[src/rtl/onehot_decoder_display_pkg.sv]
// Shared types and constants for the one-hot decoder display.
// Digit index, anode patterns, blank segment code and FSM states.
package onehot_decoder_display_pkg;

    localparam int IDX_W = 2;

    typedef logic [IDX_W-1:0] idx_t;

    localparam logic [7:0] BLANK_SEG = 8'hFF;

    typedef enum logic {
        EMPTY = 1'b0,
        SHOW  = 1'b1
    } state_t;

    // Active-low select: exactly one anode low per digit index.
    function automatic logic [3:0] anode_for(idx_t idx);
        return ~(4'b0001 << idx);
    endfunction

endpackage

[src/rtl/segment_decoder.sv]
// Three-bit digit to active-low seven-segment pattern.
// Bit order is {dp,g,f,e,d,c,b,a}; decimal point stays dark.
module segment_decoder
    import onehot_decoder_display_pkg::*;
(
    input  logic [2:0] digit,
    output logic [7:0] seg
);

    always_comb begin
        seg = BLANK_SEG;
        unique case (digit)
            3'd0: seg = 8'hC0;
            3'd1: seg = 8'hF9;
            3'd2: seg = 8'hA4;
            3'd3: seg = 8'hB0;
            3'd4: seg = 8'h99;
            3'd5: seg = 8'h92;
            3'd6: seg = 8'h82;
            3'd7: seg = 8'hF8;
        endcase
    end

endmodule

[src/rtl/onehot_decoder_display.sv]
// One-hot decoder with a four-digit multiplexed status display.
// Shows current code, previous code and a wrapping accept count.
module onehot_decoder_display
    import onehot_decoder_display_pkg::*;
#(
    parameter int REFRESH_DIV = 100000
) (
    input  logic       clk,
    input  logic       rst,
    input  logic [2:0] code,
    input  logic       code_valid,
    output logic       code_ready,
    input  logic       enable,
    output logic [7:0] dout,
    output logic       dout_valid,
    output logic [7:0] segments,
    output logic [3:0] anodes
);

    localparam int CW = (REFRESH_DIV > 1) ? $clog2(REFRESH_DIV) : 1;
    localparam logic [CW-1:0] CNT_MAX = CW'(REFRESH_DIV - 1);

    state_t        state;
    logic [2:0]    cur_code;
    logic [2:0]    prev_code;
    logic [2:0]    accept_cnt;
    logic          prev_valid;
    logic [CW-1:0] scan_cnt;
    idx_t          idx;

    logic          accept;
    logic          wrap;
    logic          blank;
    logic [2:0]    digit;
    logic [7:0]    dec_seg;

    assign code_ready = enable;
    assign accept     = code_valid & enable;
    assign wrap       = (scan_cnt == CNT_MAX);
    assign dout_valid = (state == SHOW);

    always_comb begin
        digit = 3'd0;
        blank = 1'b1;
        unique case (idx)
            2'd0: begin
                digit = cur_code;
                blank = (state == EMPTY);
            end
            2'd1: begin
                digit = prev_code;
                blank = !prev_valid;
            end
            2'd2: begin
                digit = accept_cnt;
                blank = (state == EMPTY);
            end
            2'd3: begin
                digit = 3'd0;
                blank = 1'b1;
            end
        endcase
    end

    segment_decoder u_seg (
        .digit (digit),
        .seg   (dec_seg)
    );

    // Display outputs are registered from the current index so that
    // anode and segment changes land on the same edge.
    always_ff @(posedge clk or posedge rst) begin
        if (rst) begin
            state      <= EMPTY;
            dout       <= 8'h00;
            cur_code   <= 3'd0;
            prev_code  <= 3'd0;
            prev_valid <= 1'b0;
            accept_cnt <= 3'd0;
            scan_cnt   <= '0;
            idx        <= '0;
            anodes     <= 4'b1110;
            segments   <= BLANK_SEG;
        end else if (enable) begin
            scan_cnt <= wrap ? '0 : scan_cnt + 1'b1;
            if (wrap) begin
                idx <= idx + 1'b1;
            end
            anodes   <= anode_for(idx);
            segments <= blank ? BLANK_SEG : dec_seg;
            if (accept) begin
                dout       <= 8'd1 << code;
                cur_code   <= code;
                prev_code  <= cur_code;
                accept_cnt <= accept_cnt + 3'd1;
                state      <= SHOW;
                if (state == SHOW) begin
                    prev_valid <= 1'b1;
                end
            end
        end
    end

endmodule

[config.mk]
export PLATFORM = sky130hd
export DESIGN_NAME = onehot_decoder_display
export DESIGN_NICKNAME = d
export VERILOG_FILES = /design/src/rtl/onehot_decoder_display_pkg.sv /design/src/rtl/segment_decoder.sv /design/src/rtl/onehot_decoder_display.sv
export SDC_FILE = /design/constraint.sdc
export NUM_CORES = 1
export LEC_CHECK = 0
export CAP_MARGIN = 20
export CORE_UTILIZATION = 57
export CTS_BUF_LIST = sky130_fd_sc_hd__clkbuf_4
export CTS_CLUSTER_DIAMETER = 100
export CTS_CLUSTER_SIZE = 12
export DETAILED_ROUTE_END_ITERATION = 6
export PLACE_DENSITY = 0.88
export SETUP_SLACK_MARGIN = 0.05
export SYNTH_ARGS = -nofsm -noshare
export SYNTH_HDL_FRONTEND = slang
export SYNTH_SLANG_ARGS = --single-unit
[constraint.sdc]
create_clock -name clk -period 2.7 [get_ports clk]
set_input_delay 0.54 -clock clk [delete_from_list [all_inputs] [get_ports clk]]
set_output_delay 0.54 -clock clk [all_outputs]
set_load 0.005 [all_outputs]
==> results.tsv, run 1 <==
stage	metric	value	unit
outcome	status	completed	
worst_setup_path	cp-end-kind	primary output	
synth	synthAdderAreaFrac	0.0698	
worst_setup_path	critPathRequiredTime	2.16	ns
worst_setup_path	rr_endpoint	segments[5]	
global_route	grt_overflow	0	
global_route	grt_pass1_wl	7.48	mm
power_and_ir_drop	seq_power_share	0.521	
worst_setup_path	crit_path_top_delay_cell	clkdlybuf4s50_1	
worst_setup_path	worstPathArrival	1.85	ns
timing	period_share	0.883	
clock_tree	cts.htree.levels	2	
cells_and_area	n_antenna_cell	0	
hold_path	min_to	prev_valid	
floorplanning	num_rows	22	
floorplanning	dieArea	4350	um^2
synth	synth_area	2330	um^2
worst_setup_path	ff2ff_path_depth	9	
synth	yosys.area_share.simple	0.171	
route	wl	4.40	mm
power_and_ir_drop	p_leak	1.26	nW
synth	yosys.area.top_type	dfrtp_1	
synth	synth_area_leaders	dfrtp_1 42%, dfstp_2 11%, ha_1 7.0%	
synth	synthMostInstantiatedCell	dfrtp_1	
power_and_ir_drop	p_sw	0.520	mW
place	place_hpwl	3.10	mm
global_route	grt_usage	0.232	
synth	synth_edf_count	0	
route	drc	0	
route	vias_per_cell	5.61	
worst_setup_path	r2r_slack	0.40	ns
synth	synth_top_area_share	0.419	
clock_tree	cts_buffers	5	
worst_setup_path	worstPathCellList	clkdlybuf4s50_1, buf_4, clkdlybuf4s50_1	
worst_setup_path	crit_top_cell	clkdlybuf4s50_1	
timing	skew	0.00896	ns
synth	synth-compound-area-share	0.0832	
clock_tree	path_clk_slew	0.14	ns
synth	synthXorXnorAreaFrac	0.0714	
clock_tree	cts_max_path_buffers	2	
global_route	antenna_found_initial	0	
synth	synth_commonest_cells	39 x dfrtp_1, 31 x nand2_1, 23 x nor2_1	
worst_setup_path	crit_family	buffers and inverters	
global_route	grt_start_max_net_pins	50	
route	routedWlPerCell	14.5	um
floorplanning	start_util	0.613	
timing	max_slew_margin	0.563	
timing	worst_slack	0.315	ns
place	io_buffers	27	
timing	setup_tns	0	ns
place	dp_slack	0.324	ns
place	placedInstanceArea	2670	um^2
hold_path	hold_depth	1	
route	drtPass1Iterations	4	
clock_tree	cts_setup_buffers	0	
power_and_ir_drop	irDropWorstVdd	415	uV
synth	synthFlopType	dfrtp_1	
power_and_ir_drop	power_density	677	nW/um^2
power_and_ir_drop	intPower	1.36	mW
timing	worst_pin_slew	0.647	ns
cells_and_area	syn2layout_area_growth	19.0	%
cells_and_area	nets	275	
route	drt_first_iter_violations	87	
timing	slew_violations	0	
floorplanning	io-pin-count	29	
synth	synth_seq_cells	49	
synth	synth_fp_nets	244	
route	antenna_left	0	
clock_tree	cts_resized	0	
power_and_ir_drop	clkPwrFrac	0.276	
timing	hold_violations	0	
hold_path	hold_class	reg -> reg	
synth	avgSynthCellArea	10.4	um^2
floorplanning	design.core.area	3800	um^2
flow_run	maxCapViolations	0	
place	place_congestion	0.852	
timing	fmax	419	MHz
global_route	grt_pass1_vias	1628	
floorplanning	die_h	65.9	um
hold_path	min-delay-start	prev_valid	
synth	ys_warn_count	0	
timing	rsz0062_at_grt	no	
synth	synth_mux_area_frac	0.0263	
worst_setup_path	r2r-start	idx[0]	
synth	synth_cells	224	
clock_tree	cts_tree	yes	
timing	holdWs	0.467	ns
clock_tree	clk_latency	0.37	ns
route	vias	1706	
power_and_ir_drop	switching_share	0.277	
power_and_ir_drop	comb_power_share	0.202	
synth	ys_types	39	
clock_tree	clock_sinks	49	
worst_setup_path	crit_type	in -> out	
synth	synthArstFlopShare	1.00	
timing	setup_viol	0	
clock_tree	cts-root-buf	clkbuf_4	
synth	synth_top_family_by_area	simple AND/OR/NAND/NOR gates	
worst_setup_path	cp.depth	3	
synth	synth-seq-area-share	0.532	
worst_setup_path	crit_buf_inv	3	
worst_setup_path	max_stage_delay	0.55	ns
cells_and_area	drive_above_1_share	0.113	
clock_tree	holdBufCountCts	0	
worst_setup_path	crit_fanout	20	
timing	min_period	2.39	ns
floorplanning	die_w	65.9	um
cells_and_area	post-route-cell-area	2770	um^2
worst_setup_path	cp-start-kind	input port	
worst max-delay path by stage:
| stage | end | slack, ns | from |
|---|---|---|---|
| 2_1_floorplan | idx[1] | 0.69 | scan_cnt[12] |
| 3_3_place_gp | code_ready | 0.35 | enable |
| 3_5_place_dp | scan_cnt[15] | 0.32 | enable |
| 4_1_cts | code_ready | 0.32 | enable |
| 5_1_grt | segments[5] | 0.20 | idx[0] |
| 6_report | code_ready | 0.31 | enable |
metrics by stage:
| step | util | power [mW] | std cells |
|---|---|---|---|
| 5_1_grt | 0.730 | 1.98 | 304 |
| 3_5_place_dp | 0.703 | 1.37 | 296 |
| 2_1_floorplan | - | 1.21 | 224 |
| 6_report | 0.730 | 1.88 | 304 |
| 4_1_cts | 0.730 | 1.89 | 304 |
| 3_3_place_gp | 0.703 | 1.35 | 296 |
kinds of logic (layout without fill, tap and decap cells):
| kind of cell | count (synthesis) | in the layout |
|---|---|---|
| other | 1 | 1 |
| XOR/XNOR | 19 | 19 |
| AND/OR/NAND/NOR | 85 | 85 |
| flip-flops | 49 | 49 |
| AO/OA/AOI/OAI | 27 | 27 |
| multiplexers | 6 | 6 |
| buffers and inverters | 24 | 56 |
| adder cells (fa/ha/maj) | 13 | 13 |
power groups by stage:
stage / sequential [mW] / combinational (mW) / clock [mW]
floorplan: 0.969 / 0.242 / 0
global placement: 0.988 / 0.359 / 0
detailed placement: 0.990 / 0.379 / 0
CTS: 0.977 / 0.383 / 0.531
global route: 0.995 / 0.425 / 0.562
finish: 0.978 / 0.379 / 0.519
flip-flops by register name, summed over array words and instances (netlist names), 2 cells and up:
register / cells
anodes: 4
segments: 7
accept_cnt: 3
idx: 2
prev_code: 3
scan_cnt: 17
cur_code: 3
dout: 8
final cells by class:
| class | count | area [um^2] |
|---|---|---|
| Multi-Input combinational cell | 151 | 986 |
| Timing Repair Buffer | 33 | 328 |
| Inverter | 15 | 56.3 |
| Tap cell | 48 | 60.1 |
| Clock inverter | 3 | 65.1 |
| Fill cell | 264 | 1030 |
| Sequential cell | 49 | 1240 |
| Clock buffer | 5 | 37.5 |
cells in the final DEF, fill, tap and decap left out, drive strengths merged, types with 2 or more instances in the layout:
master and n:
dfrtp 39, nand2 31, clkdlybuf4s50 27, nor2 23, xnor2 16, inv 15, ha 13, dfstp 10
nand4 9, nor3 8, o21ai 7, buf 6, a21oi 5, mux2i 5, clkbuf 5, a22o 4
xor2 3, nor4 3, nand3 2, or2 2, a221o 2, o22a 2, o41ai 2, bufinv 2
layer usage:
metal / global-route usage / vias up / wire (um)
met5: 0 / - / 0
met1: 0.315 / 839 / 2080
li1: - / 820 / -
met2: 0.353 / 39 / 2080
met3: 0.0621 / 8 / 174
met4: 0.0904 / 0 / 64
worst register-to-register path: stages, from the launching register on:
cell and delay, ns:
dfrtp_1 0.46, inv_1 0.16, ha_1 0.27, inv_1 0.08, o21ai_0 0.50, inv_1 0.14
ha_1 0.24, nor3_1 0.19, a21oi_1 0.06, o22a_1 0.15
(Power assumes the default switching activity.)
==> inputs of run 2 (changes only) <==
SETUP_SLACK_MARGIN = 0.4   (was 0.05)
==> results.tsv, run 2 (same netlist as run 1, synthesis figures left out) <==
stage	metric	value	unit
flow_run	maxCapViolations	0	
power_and_ir_drop	power_density	672	nW/um^2
timing	setup_tns	0	ns
route	wl	4.60	mm
cells_and_area	syn2layout_area_growth	21.1	%
place	place_congestion	0.852	
clock_tree	cts_tree	yes	
hold_path	hold_class	reg -> reg	
timing	max_slew_margin	0.559	
worst_setup_path	r2r-start	idx[0]	
route	vias_per_cell	5.71	
worst_setup_path	worstPathArrival	2.45	ns
route	drt_first_iter_violations	103	
cells_and_area	reg_top3	scan_cnt (17), dout (8), segments (7)	
place	place_hpwl	3.10	mm
clock_tree	path_clk_slew	0.14	ns
place	io_buffers	27	
timing	rsz0062_at_grt	no	
global_route	grt_start_max_net_pins	50	
power_and_ir_drop	comb_power_share	0.207	
power_and_ir_drop	intPower	1.36	mW
hold_path	min-delay-start	prev_valid	
timing	min_period	2.13	ns
clock_tree	clock_sinks	49	
timing	hold_violations	0	
global_route	grt_pass1_vias	1642	
worst_setup_path	cp-end-kind	flip-flop	
worst_setup_path	cp-start-kind	flip-flop	
floorplanning	start_util	0.613	
floorplanning	die_h	65.9	um
power_and_ir_drop	seq_power_share	0.517	
route	vias	1748	
floorplanning	num_rows	22	
clock_tree	cts_max_path_buffers	2	
clock_tree	clk_latency	0.37	ns
floorplanning	dieArea	4350	um^2
route	antenna_left	0	
floorplanning	design.core.area	3800	um^2
power_and_ir_drop	clkPwrFrac	0.275	
route	routedWlPerCell	15.0	um
power_and_ir_drop	p_sw	0.532	mW
clock_tree	cts-root-buf	clkbuf_4	
cells_and_area	fill_cells	254	
clock_tree	cts_buffers	5	
timing	period_share	0.791	
cells_and_area	final_cell_mix	39 x dfrtp_1, 31 x nand2_1, 26 x clkdlybuf4s50_1	
global_route	grt_pass1_wl	7.69	mm
place	dp.cells	296	
power_and_ir_drop	irDropWorstVdd	378	uV
route	drc	0	
floorplanning	io-pin-count	29	
outcome	status	completed	
worst_setup_path	cp-startpoint	idx[0]	
floorplanning	die_w	65.9	um
timing	worst_pin_slew	0.653	ns
timing	slew_violations	0	
timing	fmax	469	MHz
global_route	antenna_found_initial	0	
cells_and_area	drive_above_1_share	0.124	
timing	skew	0.00753	ns
timing	holdWs	0.467	ns
clock_tree	holdBufCountCts	0	
worst_setup_path	crit_type	reg -> reg	
power_and_ir_drop	p_leak	1.29	nW
cells_and_area	layout.cells.non_filler	306	
worst_setup_path	critPathRequiredTime	3.01	ns
cells_and_area	largest_reg_flops	17	
cells_and_area	nets	277	
power_and_ir_drop	switching_share	0.280	
global_route	grt_usage	0.239	
clock_tree	cts.htree.levels	2	
cells_and_area	n_antenna_cell	0	
cells_and_area	final_common_cell	dfrtp_1	
route	drtPass1Iterations	4	
cells_and_area	largest_register	scan_cnt	
worst_setup_path	crit_fanout	6	
global_route	grt_overflow	0	
timing	setup_viol	0	
-- run 2: what timing repair did --
| item | CTS | global route |
|---|---|---|
| cloned | 1 | 0 |
| setup buffers | 0 | 1 |
| endpoints found under the setup margin | 2 | 2 |
| gates resized for setup | 4 | 1 |
-- run 2: worst paths after layout --
check,endpoint,cells after the start,slack (ns)
worst max-delay path,segments[5],10,0.57
worst min-delay path,prev_valid,1,0.47
worst max register to register,segments[5],10,0.57
worst min register to register,prev_valid,1,0.47
max in group asynchronous,anodes[3],3,1.91
min in group asynchronous,dout[4],3,0.51
-- run 2: worst max-delay path: stages (launching register included) --
cell,delay [ns]
dfrtp_1,0.46
inv_1,0.13
ha_1,0.26
a221o_1,0.30
o21ai_0,0.07
buf_4,0.16
inv_1,0.06
ha_1,0.21
nor3_1,0.21
a21oi_1,0.07
o22a_1,0.15
-- run 2: layer usage --
metal | track usage | up-vias | routed length, um
met4 | 0.0984 | 0 | 72
li1 | - | 824 | -
met3 | 0.0655 | 10 | 196
met1 | 0.323 | 855 | 2100
met2 | 0.364 | 59 | 2230
met5 | 0 | - | 0
-- run 2: power groups by stage --
stage / Clock (mW) / Combinational, mW / Sequential, mW
floorplan: 0 / 0.242 / 0.969
global route: 0.562 / 0.436 / 0.995
finish: 0.522 / 0.393 / 0.980
detailed placement: 0 / 0.379 / 0.990
global placement: 0 / 0.359 / 0.988
CTS: 0.531 / 0.390 / 0.977
-- run 2: cell type report --
class / instances / area (um^2) / area share
clock buffer: 5 / 37.5 / 0.0133
clock inverter: 3 / 65.1 / 0.0231
inverter: 15 / 56.3 / 0.0200
multi-input combinational: 151 / 990 / 0.351
sequential: 49 / 1240 / 0.439
tap: 48 / 60.1 / 0.0213
timing repair buffer: 35 / 374 / 0.133
-- run 2: through the flow --
step | utilization | instance area [um^2] | setup slack, ns | total power [mW]
after floorplan | - | 2330 | 0.690 | 1.21
after global placement | 0.703 | 2670 | 0.346 | 1.35
after detailed placement | 0.703 | 2670 | 0.324 | 1.37
after CTS | 0.740 | 2810 | 0.492 | 1.90
after global routing | 0.743 | 2820 | 0.397 | 1.99
final | 0.743 | 2820 | 0.566 | 1.90
